**src/rtl/ovl_collect_pkg.sv**
```systemverilog
// Shared types and helpers for the assertion-fire collector: FSM state,
// saturating add and population count.
package ovl_collect_pkg;

  typedef enum logic {
    COLL_IDLE   = 1'b0,
    COLL_REPORT = 1'b1
  } coll_state_e;

  localparam int unsigned POP_BITS = 64;
  localparam int unsigned POP_W    = 7;

  // Unsigned add clamped to the all-ones value of a width-bit result (width <= 32).
  function automatic logic [31:0] sat_add(input logic [31:0] a,
                                          input logic [31:0] b,
                                          input int unsigned width);
    logic [32:0] sum;
    logic [32:0] lim;
    lim = (33'd1 << width) - 33'd1;
    sum = {1'b0, a} + {1'b0, b};
    return (sum > lim) ? lim[31:0] : sum[31:0];
  endfunction

  // Number of set bits in a vector of up to POP_BITS bits.
  function automatic logic [POP_W-1:0] popcount(input logic [POP_BITS-1:0] v);
    logic [POP_W-1:0] n;
    n = '0;
    for (int i = 0; i < int'(POP_BITS); i++) begin
      n = n + POP_W'(v[i]);
    end
    return n;
  endfunction

endpackage

```
**src/rtl/ovl_rr_arbiter.sv**
```systemverilog
// Combinational round-robin search: first set request at or above ptr,
// wrapping at N-1 back to 0.
module ovl_rr_arbiter #(
  parameter int unsigned N  = 8,
  parameter int unsigned IW = $clog2(N)
) (
  input  logic [N-1:0]  req,
  input  logic [IW-1:0] ptr,
  output logic          gnt_valid,
  output logic [IW-1:0] gnt_id
);

  int unsigned     idx;
  logic [IW-1:0]   idx_w;

  // Scan offsets from farthest to nearest so the nearest hit wins.
  always_comb begin
    gnt_valid = 1'b0;
    gnt_id    = '0;
    idx       = 0;
    idx_w     = '0;
    for (int unsigned k = 0; k < N; k++) begin
      idx   = (32'(ptr) + (N - 1 - k)) % N;
      idx_w = IW'(idx);
      if (req[idx_w]) begin
        gnt_valid = 1'b1;
        gnt_id    = idx_w;
      end
    end
  end

endmodule

```
**src/rtl/ovl_fire_collector.sv**
```systemverilog
// Collects checker fire pulses into per-checker saturating counts and
// serialises one report per firing checker over a valid/ready stream.
module ovl_fire_collector
  import ovl_collect_pkg::*;
#(
  parameter int unsigned NUM_CHECKERS = 8,
  parameter int unsigned CNT_WIDTH    = 16,
  parameter int unsigned ID_WIDTH     = $clog2(NUM_CHECKERS)
) (
  input  logic                    clk,
  input  logic                    reset,
  input  logic                    enable,
  input  logic                    clear,
  input  logic [NUM_CHECKERS-1:0] fire,
  output logic                    rpt_valid,
  input  logic                    rpt_ready,
  output logic [ID_WIDTH-1:0]     rpt_id,
  output logic [CNT_WIDTH-1:0]    rpt_count,
  output logic                    rpt_sat,
  output logic                    any_fire,
  output logic [CNT_WIDTH-1:0]    total_count
);

  localparam logic [CNT_WIDTH-1:0] CNT_MAX = '1;
  localparam logic [ID_WIDTH-1:0]  LAST_ID = ID_WIDTH'(NUM_CHECKERS - 1);

  coll_state_e               state;
  logic [NUM_CHECKERS-1:0]   pending;
  logic [NUM_CHECKERS-1:0]   fire_acc;
  logic [CNT_WIDTH-1:0]      count [NUM_CHECKERS];
  logic [ID_WIDTH-1:0]       ptr;
  logic [ID_WIDTH-1:0]       gnt_id;
  logic                      gnt_valid;
  logic                      grant;
  logic [CNT_WIDTH-1:0]      gnt_count;
  logic [CNT_WIDTH-1:0]      total_next;

  ovl_rr_arbiter #(
    .N  (NUM_CHECKERS),
    .IW (ID_WIDTH)
  ) u_arb (
    .req       (pending),
    .ptr       (ptr),
    .gnt_valid (gnt_valid),
    .gnt_id    (gnt_id)
  );

  // Qualified fires and grant decision; a clear cycle never grants.
  always_comb begin
    fire_acc   = (enable && !clear) ? fire : '0;
    grant      = (state == COLL_IDLE) && gnt_valid && !clear;
    gnt_count  = count[gnt_id];
    total_next = CNT_WIDTH'(sat_add(32'(total_count),
                                    32'(popcount(POP_BITS'(fire_acc))),
                                    CNT_WIDTH));
  end

  // Pending flags and counters; the granted slot restarts from this cycle's fire.
  always_ff @(posedge clk) begin
    if (reset || clear) begin
      pending     <= '0;
      total_count <= '0;
      any_fire    <= 1'b0;
      for (int i = 0; i < int'(NUM_CHECKERS); i++) begin
        count[i] <= '0;
      end
    end else begin
      for (int i = 0; i < int'(NUM_CHECKERS); i++) begin
        if (grant && (gnt_id == ID_WIDTH'(i))) begin
          pending[i] <= fire_acc[i];
          count[i]   <= CNT_WIDTH'(fire_acc[i]);
        end else if (fire_acc[i]) begin
          pending[i] <= 1'b1;
          count[i]   <= (count[i] == CNT_MAX) ? CNT_MAX : count[i] + CNT_WIDTH'(1);
        end
      end
      total_count <= total_next;
      any_fire    <= any_fire | (|fire_acc);
    end
  end

  // Report FSM: load the granted entry, hold it until the handshake.
  always_ff @(posedge clk) begin
    if (reset) begin
      state     <= COLL_IDLE;
      ptr       <= '0;
      rpt_valid <= 1'b0;
      rpt_id    <= '0;
      rpt_count <= '0;
      rpt_sat   <= 1'b0;
    end else begin
      case (state)
        COLL_IDLE: begin
          if (grant) begin
            rpt_valid <= 1'b1;
            rpt_id    <= gnt_id;
            rpt_count <= gnt_count;
            rpt_sat   <= (gnt_count == CNT_MAX);
            ptr       <= (gnt_id == LAST_ID) ? '0 : gnt_id + ID_WIDTH'(1);
            state     <= COLL_REPORT;
          end
        end
        COLL_REPORT: begin
          if (rpt_ready) begin
            rpt_valid <= 1'b0;
            state     <= COLL_IDLE;
          end
        end
        default: state <= COLL_IDLE;
      endcase
    end
  end

endmodule

```
**config.mk**
```make
export PLATFORM = sky130hd
export DESIGN_NAME = ovl_fire_collector
export DESIGN_NICKNAME = d
export VERILOG_FILES = /design/src/rtl/ovl_collect_pkg.sv /design/src/rtl/ovl_rr_arbiter.sv /design/src/rtl/ovl_fire_collector.sv
export SDC_FILE = /design/constraint.sdc
export NUM_CORES = 1
export LEC_CHECK = 0
export CAP_MARGIN = 10
export CORE_MARGIN = 4
export CORE_UTILIZATION = 50
export CTS_BUF_LIST = sky130_fd_sc_hd__clkbuf_8 sky130_fd_sc_hd__clkbuf_16
export CTS_CLUSTER_SIZE = 12
export DETAILED_ROUTE_END_ITERATION = 16
export PLACE_DENSITY_LB_ADDON = 0.15
export SLEW_MARGIN = 20
export SYNTH_ARGS = -nofsm -noshare
export SYNTH_HDL_FRONTEND = slang
export SYNTH_HIERARCHICAL = 1
export SYNTH_SLANG_ARGS = --single-unit
```
**constraint.sdc**
```tcl
create_clock -name clk -period 5.1 [get_ports clk]
set_input_delay 0.51 -clock clk [delete_from_list [all_inputs] [get_ports clk]]
set_output_delay 0.51 -clock clk [all_outputs]
set_load 0.02 [all_outputs]
```
**Yosys cells after proc, flatten, opt, wreduce, memory -nomap -nowiden**

Memory sizes are Yosys's and may differ from the RTL's.
Cells that the tools add are included.

- Div/mod/pow operators: 0
- Shifts and indexed selects: 0
- Multiply operators: 0
- Bitwise logic cells: 18
- Equality and inequality tests: 18
- Reduce and logical (&&, ||, !) cells: 25
- Order comparisons: 9
- Muxes and demuxes: 139
- Add/subtract/negate cells: 24

Operators by type and width:

| operator | number |
|---|---|
| 16-bit 2-to-1 mux | 25 |
| 16-bit equality test (second input constant) | 9 |
| 16-bit by 1-bit adder with 16-bit output (second input constant) | 8 |
| 1-bit 2-to-1 mux | 94 |
| 3-bit by 4-bit less-than comparator with 1-bit output (second input constant) | 8 |
| 3-bit 2-to-1 mux | 9 |
| 1-bit binary-select mux with 3-bit select | 8 |
| 16-bit by 7-bit adder with 17-bit output | 1 |
| 17-bit by 16-bit greater-than comparator with 1-bit output (second input constant) | 1 |
| 1-bit bitwise OR | 17 |
| 2-bit nonzero test | 8 |
| 3-bit adder (second input constant) | 4 |
| 3-bit equality test (second input constant) | 4 |
| 1-bit logical AND | 11 |
| 8-bit 2-to-1 mux | 1 |
| 8-bit OR reduction | 1 |
| 6-bit by 1-bit adder with 7-bit output | 1 |
| 7-bit by 1-bit adder with 7-bit output | 1 |
| 3-bit by 1-bit adder with 3-bit output (second input constant) | 2 |
| 3-bit by 2-bit adder with 3-bit output (second input constant) | 2 |
| 5-bit by 1-bit adder with 6-bit output | 1 |
| 3-bit by 2-bit equality test with 1-bit output (second input constant) | 2 |
| 4-bit by 1-bit adder with 5-bit output | 1 |
| 3-bit by 1-bit adder with 4-bit output | 1 |
| 10 further kinds | 13 |

- Flip-flop bits (word level): 50
- Output and inout port bits: 38
- RAM bits: 128
- Bits in latches: 0
- Bits in read-only memories: 0
- Memories kept: 1
- Input bits: 13

Memories:

| name | depth | bits a word | read ports | clocked after Yosys merged registers in | wr ports | line | source |
|---|---|---|---|---|---|---|---|
| count | 8 | 16 | 9 | 0 | 8 | ovl_fire_collector.sv:30 | `logic [CNT_WIDTH-1:0] count [NUM_CHECKERS];` |

**Depth between registers and ports, before layout**

Gate-level depths: netlist (run 1).

- Depth in word-level cells: 19
- Mapped depth: 19
- Mapped depth without buffers: 16

**Modules after synthesis**

The synthesis (run 1) kept the hierarchy.

Modules (own cells, without submodules):

| module | area an instance (um2) | sequential area each (um2) | times used | cells each |
|---|---|---|---|---|
| ovl_fire_collector | 10309.9 | 4844.6 | 1 | 978 |
| ovl_rr_arbiter | 889.6 | 0.0 | 1 | 95 |

**Worst setup path before layout (run 1)**

Ideal clock, no wire load.

- Kind: input to register
- Start: input clear
- End: register total_count[13]
- Buffers on the path: 3
- Data arrival time: 4.387 ns
- Path slack: 0.625 ns
- Cell stages on the path: 18
- Required time: 5.012 ns
- Cells stage by stage: buf_2 > nor2b_1 > buf_2 > nand2_1 > inv_1 > fa_1 > inv_1 > fa_1 > inv_1 > fa_1 > fa_1 > inv_1 > fa_1 > nor2b_2 > o21ai_2 > a2111o_1 > buf_6 > a311oi_2

- Longest elaborated chain between the ends: 13

Ends and longest elaborated chain:

| item | line | source |
|---|---|---|
| start: declaration | ovl_fire_collector.sv:13 | `input logic clear,` |
| 1-bit zero test | ovl_fire_collector.sv:50 | `fire_acc = (enable && !clear) ? fire : '0;` |
| 1-bit logical AND | ovl_fire_collector.sv:50 |  |
| 8-bit 2-to-1 mux | ovl_fire_collector.sv:50 |  |
| 1-bit by 1-bit adder with 2-bit output | ovl_collect_pkg.sv:29 | `n = n + POP_W'(v[i]);` |
| 2-bit by 1-bit adder with 3-bit output | ovl_collect_pkg.sv:29 |  |
| 3-bit by 1-bit adder with 4-bit output | ovl_collect_pkg.sv:29 |  |
| 4-bit by 1-bit adder with 5-bit output | ovl_collect_pkg.sv:29 |  |
| 5-bit by 1-bit adder with 6-bit output | ovl_collect_pkg.sv:29 |  |
| 6-bit by 1-bit adder with 7-bit output | ovl_collect_pkg.sv:29 |  |
| 7-bit by 1-bit adder with 7-bit output | ovl_collect_pkg.sv:29 |  |
| 16-bit by 7-bit adder with 17-bit output | ovl_collect_pkg.sv:20 | `sum = {1'b0, a} + {1'b0, b};` |
| 17-bit by 16-bit greater-than comparator with 1-bit output | ovl_collect_pkg.sv:21 | `return (sum > lim) ? lim[31:0] : sum[31:0];` |
| 16-bit 2-to-1 mux | ovl_collect_pkg.sv:21 |  |
| end signal: assignment | ovl_fire_collector.sv:77 | `total_count <= total_next;` |
| end: declaration | ovl_fire_collector.sv:21 | `output logic [CNT_WIDTH-1:0] total_count` |

Parallel ways exist; a longest one is shown, timed or not.
A chain may end at the register's enable or synchronous reset.

**Worst setup path in the final report (run 1)**

- Start: register ptr[0]
- End: register rpt_sat

RTL lines:

| item | line | source |
|---|---|---|
| start: declaration | ovl_fire_collector.sv:31 | `logic [ID_WIDTH-1:0] ptr;` |
| start signal: assignment | ovl_fire_collector.sv:99 | `ptr <= (gnt_id == LAST_ID) ? '0 : gnt_id + ID_WIDTH'(1);` |
| 3-bit adder | ovl_rr_arbiter.sv:23 | `idx = (32'(ptr) + (N - 1 - k)) % N;` |
| 1-bit binary-select mux with 3-bit select | ovl_rr_arbiter.sv:25 | `if (req[idx_w]) begin` |
| 1-bit 2-to-1 mux (not written as such) | ovl_rr_arbiter.sv:25 |  |
| 3-bit 2-to-1 mux (7 in series) | ovl_rr_arbiter.sv:25 |  |
| 3-bit 2-to-1 mux * | ovl_rr_arbiter.sv:25 |  |
| named net gnt_id[0] | ovl_fire_collector.sv:32 | `logic [ID_WIDTH-1:0] gnt_id;` |
| memory 8 x 16 bit * | -- |  |
| 16-bit equality test * | ovl_fire_collector.sv:98 | `rpt_sat <= (gnt_count == CNT_MAX);` |
| end signal: assignment | ovl_fire_collector.sv:98 |  |
| end: declaration | ovl_fire_collector.sv:19 | `output logic rpt_sat,` |

Mark *: on every way through the listed nets, which the timed path passes. The rest lies on a longest branch. The select of a mux whose other input is x is not followed.

==> results of run 1 <==
[registers in the layout, indices dropped and copies added (netlist names), 3 cells and up]
signal / flops
pending: 8
total_count: 16
rpt_count: 16
rpt_id: 3
ptr: 3
count: 128
[placed cells by master, fill, tap and decap left out, types with 26 or more instances in the layout]
master	instances
nand4_1	26
nand3_1	71
nand2_1	96
clkdlybuf4s50_1	49
a21oi_1	133
xor2_1	34
xnor2_1	50
edfxtp_1	128
dfxtp_1	50
mux4_2	39
inv_1	45
nor2_1	74
[per-layer routing]
layer,track usage [%],routed length [um],vias up
li1,-,-,4139
met1,35.92,13200,4250
met2,37.03,13510,323
met3,3.800,2106,28
met4,6.022,418,0
met5,0,0,-
[area by class of cell]
cell class	count	share of cell area, %
clock buffers	23	4.415
clock inverters	9	0.5693
inverters	46	1.378
multi-input cells	793	47.19
flip-flops and latches	178	38.67
well taps	280	2.797
repair buffers	67	4.974
[cells by family after synthesis]
family	Yosys count
AND/OR/NAND/NOR	383
AO/OA/AOI/OAI	231
buffers and inverters	102
adder cells (fa/ha/maj)	27
multiplexers	68
flip-flops	178
XOR/XNOR	84
[worst paths after layout]
| kind | endpoint | slack, ns |
|---|---|---|
| worst max-delay path | rpt_sat | 0.62 |
| worst min-delay path | rpt_id[0] | 0.46 |
| worst max register to register | rpt_sat | 0.62 |
| worst min register to register | rpt_id[0] | 0.46 |
[through the flow]
step / utilization [%] / instance area (um^2) / setup slack [ns]
after floorplan: - / 11200 / 0.6252
after global placement: 54.21 / 11900 / 0.3535
after detailed placement: 54.21 / 11900 / 0.2471
after CTS: 57.05 / 12530 / 0.6410
after global routing: 57.05 / 12530 / 0.1956
final: 57.05 / 12530 / 0.6159
[synth_stat cells, drive strengths merged, types with 19 or more instances]
cell and n:
a211oi 21, a21oi 133, a311oi 20, buf 37, clkbuf 19, dfxtp 50, edfxtp 128, ha 22
inv 46, mux2i 19, mux4 43, nand2 96, nand3 75, nand4 28, nor2 75, nor3 26
xnor2 50, xor2 34
[power breakdown]
| part | switching [W] | leakage, nW | internal [W] | total, W |
|---|---|---|---|---|
| clock | 0.000608 | 0.313 | 0.000779 | 0.00139 |
| combinational | 0.00123 | 2.10 | 0.000951 | 0.00218 |
| sequential | 0.000256 | 1.85 | 0.00176 | 0.00202 |
| total | 0.00209 | 4.27 | 0.00349 | 0.00558 |
[worst min-delay path, cell delays in order (launching register included)]
cell,delay [ns]
dfxtp_1,0.31
nand2_1,0.05
a21oi_1,0.05
==> key figures, run 1 <==
Die
  • Row count: 54
  • Core Footprint: 21960 um^2
  • Initial Utilization: 51.00%
  • Die span in y: 157.7 um
  • DIE WIDTH: 157.7 um
  • Die area: 24860 um^2
  • I/O pins: between 50 and 60

Yosys
  • Cell taking the most area after synthesis: edfxtp_1
  • Post-synthesis cell count: 1073
  • Cell Area, Synth: 11200 um^2
  • FF+latch count, synth: 178
  • Post-synthesis simple-gate area fraction: 18.17%
  • Syn Nets: 1113
  • Post-Synth Adder-Cell Area: 3.352%
  • Synth cell types: 82
  • Synth Area in XOR/XNOR: 6.569%
  • Area contributors post-synth: edfxtp_1, dfxtp_1, mux4_2
  • Register area share after synthesis: approximately 43%
  • Compound-Gate Fraction of Synth Area: between 10% and 20%
  • Synth warnings: 6
  • EDFF count, synth: 128
  • Leading register cell type out of synthesis: edfxtp_1
  • Syn avg cell area: 10.44 um^2
  • Post-synthesis mux area share: about 11%
  • Synth async-reset ratio: 0%
  • Largest family of logic cells by synthesized area: simple AND/OR/NAND/NOR gates
  • Top-area cell type share of the netlist area: 34.32%

Finish
  • Area Growth Syn to Fin: 11.85%
  • # nets final: around 1100
  • Post-route insts no fill: 1396
  • Ant diodes: 0
  • Share of layout cells above drive strength 1: between 10 and 15%
  • Footprint of the multi-input gates: 5912 um^2
  • FILL cells: 1880
  • Seq. cell area: 4845 um^2

Clock tree
  • # hold bufs at CTS: 0
  • Clk root buf: clkbuf_16
  • Worst-Skew Late Latency: 0.43 ns
  • PostCTS Resize Cnt: 0
  • CTS tree: yes
  • CTS Buf Count: 17
  • # clock sinks: 178
  • Reg clk slew, reported paths: 0.07 ns
  • Clk buf depth: 2
  • Post-CTS Repair Setup Buffers: 0
  • H-tree depth: 4

STA
  • Tcrit/Tclk final: 87.92%
  • Worst Skew: 0.01315 ns
  • Final Hold Vio Count: 0
  • Fin crit period: 4.484 ns
  • Max Slew Vio Count: 0
  • Max_slew headroom: between 40% and 50%
  • Setup violations, final: 0
  • Setup_tns: 0 ns
  • Worst-margin pin slew: 0.8669 ns
  • Upper clock frequency limit: 223.0 MHz
  • WHS: 0.4603 ns
  • RSZ-0062 raised after global routing: false

Pwr
  • Leak: 4.265 nW
  • Worst VDD drop: 0.0003672 V
  • PwrDens: 445.7 nW/um^2
  • Design Power: 0.005584 W

Global routing
  • First-pass GRT wire length: 46620 um
  • Initial antenna violation count: 0
  • Overflow after GRT: 0
  • Gr usage total: between 20% and 30%
  • Pin count of the biggest net entering global routing: 45
  • Vias in the first global route: 8181

Critical path
  • Crit path launch type: flip-flop
  • Max FO, Critical Path: 32
  • CP peak stage delay: 0.63 ns
  • Slowest-stage cell, CP: buf_4
  • Delay-heaviest family, CP: multiplexers
  • Worst path depth: 12
  • CP cell instances: inv_1 -> ha_1 -> mux4_2 -> mux2i_1 -> o2111ai_1 -> o211ai_1 -> buf_4 -> mux4_2 -> mux2i_1 -> nor3_1 -> o2111ai_1 -> nand2_1
  • Worst Setup Path Type: flip-flop to flip-flop
  • Arrival time at the worst endpoint: 4.80 ns
  • Critical Path RT: between 5 and 6 ns
  • CP endpoint kind: flip-flop
  • FF-to-FF Start: ptr[0]
  • WP buf/inv: 2
  • Crit. Startpoint: ptr[0]
  • Worst r2r path cells: 12

Detailed routing
  • 1st-iter DRT viols: ~910
  • Residual DRC: 0
  • Total Routed Length: 29240 um
  • Vias per cell: 6.261
  • Routed Antenna Nets: 0
  • Avg WL per Cell: roughly 21 um
  • Via Count: roughly 8700
  • First-pass DRT Iterations: 5

Min path
  • Hold Crit Start: rpt_id[0]
  • Hold WC Path Type: flip-flop to flip-flop
  • Worst hold stages: 2

Place
  • Buffers on Ports: 50
  • Hpwl dp: 20980 um
  • Placer's final routability congestion estimate: 0.8448
  • Placed cell count: between 1000 and 1500

Flow run
  • Max-Cap Viols: 0

Outcome
  • Status: complete, no violations
(Power assumes the default switching activity.)
==> run 2, diff against run 1 <==
CORE_UTILIZATION = 62   (was 50)
==> run 2 against run 1 <==
Compared with the run above:
- core utilization increased by 14 points
- die area decreased by 18%
- global-route usage grew 4.5 points
- first-iteration DRC count up 38%
- critical path depth up 5
- wire length decreased by 2.4%
- register-to-register slack better by 0.09 ns
- cell count down 3.9%
- clock power fell by 4%
- setup slack got worse by 0.038 ns
- non-clock buffer count increased by 1
- sequential power hardly changed
==> key figures, run 2 (synthesis results as in run 1) <==
STA
  • Setup violations, final: 0 (unchanged)
  • Final Hold Vio Count: 0 (unchanged)
  • Worst-margin pin slew: 0.8757 ns (was 0.8669 ns)
  • Upper clock frequency limit: 221.2 MHz (was 223.0 MHz)
  • RSZ-0062 raised after global routing: false (unchanged)
  • WHS: 0.4567 ns (was 0.4603 ns)
  • Fin crit period: 4.522 ns (was 4.484 ns)
  • Max Slew Vio Count: 0 (unchanged)
  • Tcrit/Tclk final: 88.66% (was 87.92%)
  • Setup_tns: 0 ns (unchanged)
  • Worst Skew: 0.01476 ns (was 0.01315 ns)
  • Max_slew headroom: 41.46% (was 42.04%)

Finish
  • Footprint of the multi-input gates: 5914 um^2 (was 5912 um^2)
  • Most frequent cells in the layout: a21oi_1, edfxtp_1, nand2_1 (unchanged)
  • Ant diodes: 0 (unchanged)
  • # nets final: 1144 (was 1143)
  • Biggest regs: count: 128 flops, rpt_count: 16 flops, total_count: 16 flops (unchanged)
  • Commonest non-fill, non-tap cell in the layout: a21oi_1 (unchanged)
  • Top reg by flops: count (unchanged)
  • FILL cells: 1276 (was 1880)
  • Max FFs per register: 128 (unchanged)
  • Seq. cell area: 4845 um^2 (unchanged)
  • Share of layout cells above drive strength 1: 12.62% (was 12.46%)
  • Area Growth Syn to Fin: 11.07% (was 11.85%)

Min path
  • Hold WC Path Type: flip-flop to flip-flop (unchanged)

Global routing
  • First-pass GRT wire length: 45880 um (was 46620 um)
  • Overflow after GRT: 0 (unchanged)
  • Pin count of the biggest net entering global routing: 45 (unchanged)
  • Initial antenna violation count: 1 (was 0)
  • Vias in the first global route: 8458 (was 8181)
  • Gr usage total: 28.59% (was 24.09%)

Clock tree
  • PostCTS Resize Cnt: 0 (unchanged)
  • Reg clk slew, reported paths: 0.07 ns (about the same)
  • H-tree depth: 4 (unchanged)
  • # hold bufs at CTS: 0 (unchanged)
  • CTS tree: yes (unchanged)
  • CTS Buf Count: 17 (unchanged)
  • Clk root buf: clkbuf_16 (unchanged)
  • Post-CTS Repair Setup Buffers: 0 (unchanged)
  • # clock sinks: 178 (unchanged)
  • Worst-Skew Late Latency: 0.44 ns (was 0.43 ns)
  • Clk buf depth: 2 (unchanged)

Critical path
  • Crit path launch type: input port (was flip-flop)
  • CP cell instances: clkdlybuf4s50_1 -> nor2b_1 -> nand2_1 -> inv_1 -> fa_1 -> inv_1 -> fa_1 -> inv_1 -> fa_1 -> fa_1 -> inv_1 -> fa_1 -> nor2b_2 -> o21ai_2 -> a2111o_1 -> and2_1 -> a211oi_2 (was inv_1 -> ha_1 -> mux4_2 -> mux2i_1 -> o2111ai_1 -> o211ai_1 -> buf_4 -> mux4_2 -> mux2i_1 -> nor3_1 -> o2111ai_1 -> nand2_1)
  • Critical Path RT: 5.46 ns (was 5.42 ns)
  • Slowest-stage cell, CP: fa_1 (was buf_4)
  • CP peak stage delay: 0.58 ns (was 0.63 ns)
  • Max FO, Critical Path: 7 (was 32)
  • Delay-heaviest family, CP: adder cells (was multiplexers)
  • Worst Setup Path Type: input port to flip-flop (was flip-flop to flip-flop)
  • WP buf/inv: 5 (was 2)
  • Most used cell, CP: fa_1
  • CP endpoint kind: flip-flop (unchanged)
  • Arrival time at the worst endpoint: 4.89 ns (was 4.80 ns)

Die
  • Initial Utilization: 64.08% (was 51.00%)
  • I/O pins: 51 (unchanged)
  • DIE WIDTH: 142.4 um (was 157.7 um)
  • Die area: 20280 um^2 (was 24860 um^2)
  • Core Footprint: 17480 um^2 (was 21960 um^2)
  • Die span in y: 142.4 um (was 157.7 um)
  • Row count: 48 (was 54)

Place
  • Placer's final routability congestion estimate: 0.9325 (was 0.8448)
  • Hpwl dp: 20590 um (was 20980 um)
  • Buffers on Ports: 50 (unchanged)

Pwr
  • Worst VDD drop: 0.0004155 V (was 0.0003672 V)
  • Sw Ratio: 38.03% (was 37.51%)
  • Sequential Power Share: 36.2% (was 36.1%)
  • Clock network power share: 24.0% (was 24.8%)
  • PwrDens: 447.9 nW/um^2 (was 445.7 nW/um^2)
  • Net switching power: 0.002119 W (was 0.002094 W)
  • Combinational Power Share: 39.8% (was 39.1%)
  • Leak: 4.252 nW (was 4.265 nW)
  • Pint: 0.003453 W (was 0.003489 W)
  • Design Power: 0.005572 W (was 0.005584 W)

Detailed routing
  • 1st-iter DRT viols: 1252 (was 909)
  • Residual DRC: 0 (unchanged)
  • First-pass DRT Iterations: 6 (was 5)
  • Total Routed Length: 28550 um (was 29240 um)
  • Routed Antenna Nets: 0 (unchanged)
  • Vias per cell: 6.725 (was 6.261)
  • Avg WL per Cell: 21.27 um (was 20.94 um)
  • Via Count: 9025 (was 8740)

Outcome
  • Status: complete, no violations (unchanged)

Flow run
  • Max-Cap Viols: 0 (unchanged)
-- run 2: cell types whose count changed in the layout (fill, tap and decap cells not counted), sizes merged --
cell and delta:
clkinvlp +1, clkbuf -3, buf +1, inv +1, clkinv +1
-- run 2: path summary, 6_finish.rpt --
check | start | to | slack [ns] | depth (start not counted)
worst max register to register | ptr[1] | count[0][9] | 0.71 | 12
worst min-delay path | rpt_id[0] | rpt_id[0] | 0.46 | 2
worst min register to register | rpt_id[0] | rpt_id[0] | 0.46 | 2
worst max-delay path | clear | total_count[9] | 0.58 | 17
-- run 2: final cells by class --
class	count	share of cell area, %
multi-input cells	793	47.55
clock inverters	12	0.8550
repair buffers	68	5.069
inverters	46	1.388
clock buffers	20	3.933
well taps	225	2.263
flip-flops and latches	178	38.95
-- run 2: metrics by stage --
stage / utilization [%] / instance area, um^2 / setup slack (ns) / std cells
5_1_grt: 71.18 / 12440 / 0.3958 / 1342
2_1_floorplan: - / 11200 / 0.6252 / 1073
4_1_cts: 71.18 / 12440 / 0.5715 / 1342
3_3_place_gp: 67.75 / 11840 / 0.2693 / 1310
6_report: 71.18 / 12440 / 0.5784 / 1342
3_5_place_dp: 67.77 / 11840 / 0.1703 / 1310
-- run 2: tightest hold or removal path: cells and delay by family, from the launching register on --
family | cells | cell delay, ns
AOI/OAI and AO/OA | 1 | 0.05
DFF | 1 | 0.31
and+or+nand+nor | 1 | 0.05
-- run 2: metal layers --
layer	part of all wire, %	global-route usage [%]	vias to the layer above
met5	0	0	-
met4	1.8	7.404	0
met3	9.2	5.544	45
met2	47	44.47	450
met1	42	41.69	4393
li1	-	-	4137
-- run 2: power groups by stage --
stage / clock network, W / logic, W / registers (W)
3_5_place_dp: 0 / 0.00218 / 0.00204
3_3_place_gp: 0 / 0.00216 / 0.00203
4_1_cts: 0.00134 / 0.00220 / 0.00201
2_1_floorplan: 0 / 0.00155 / 0.00201
6_report: 0.00134 / 0.00222 / 0.00202
5_1_grt: 0.00140 / 0.00237 / 0.00204
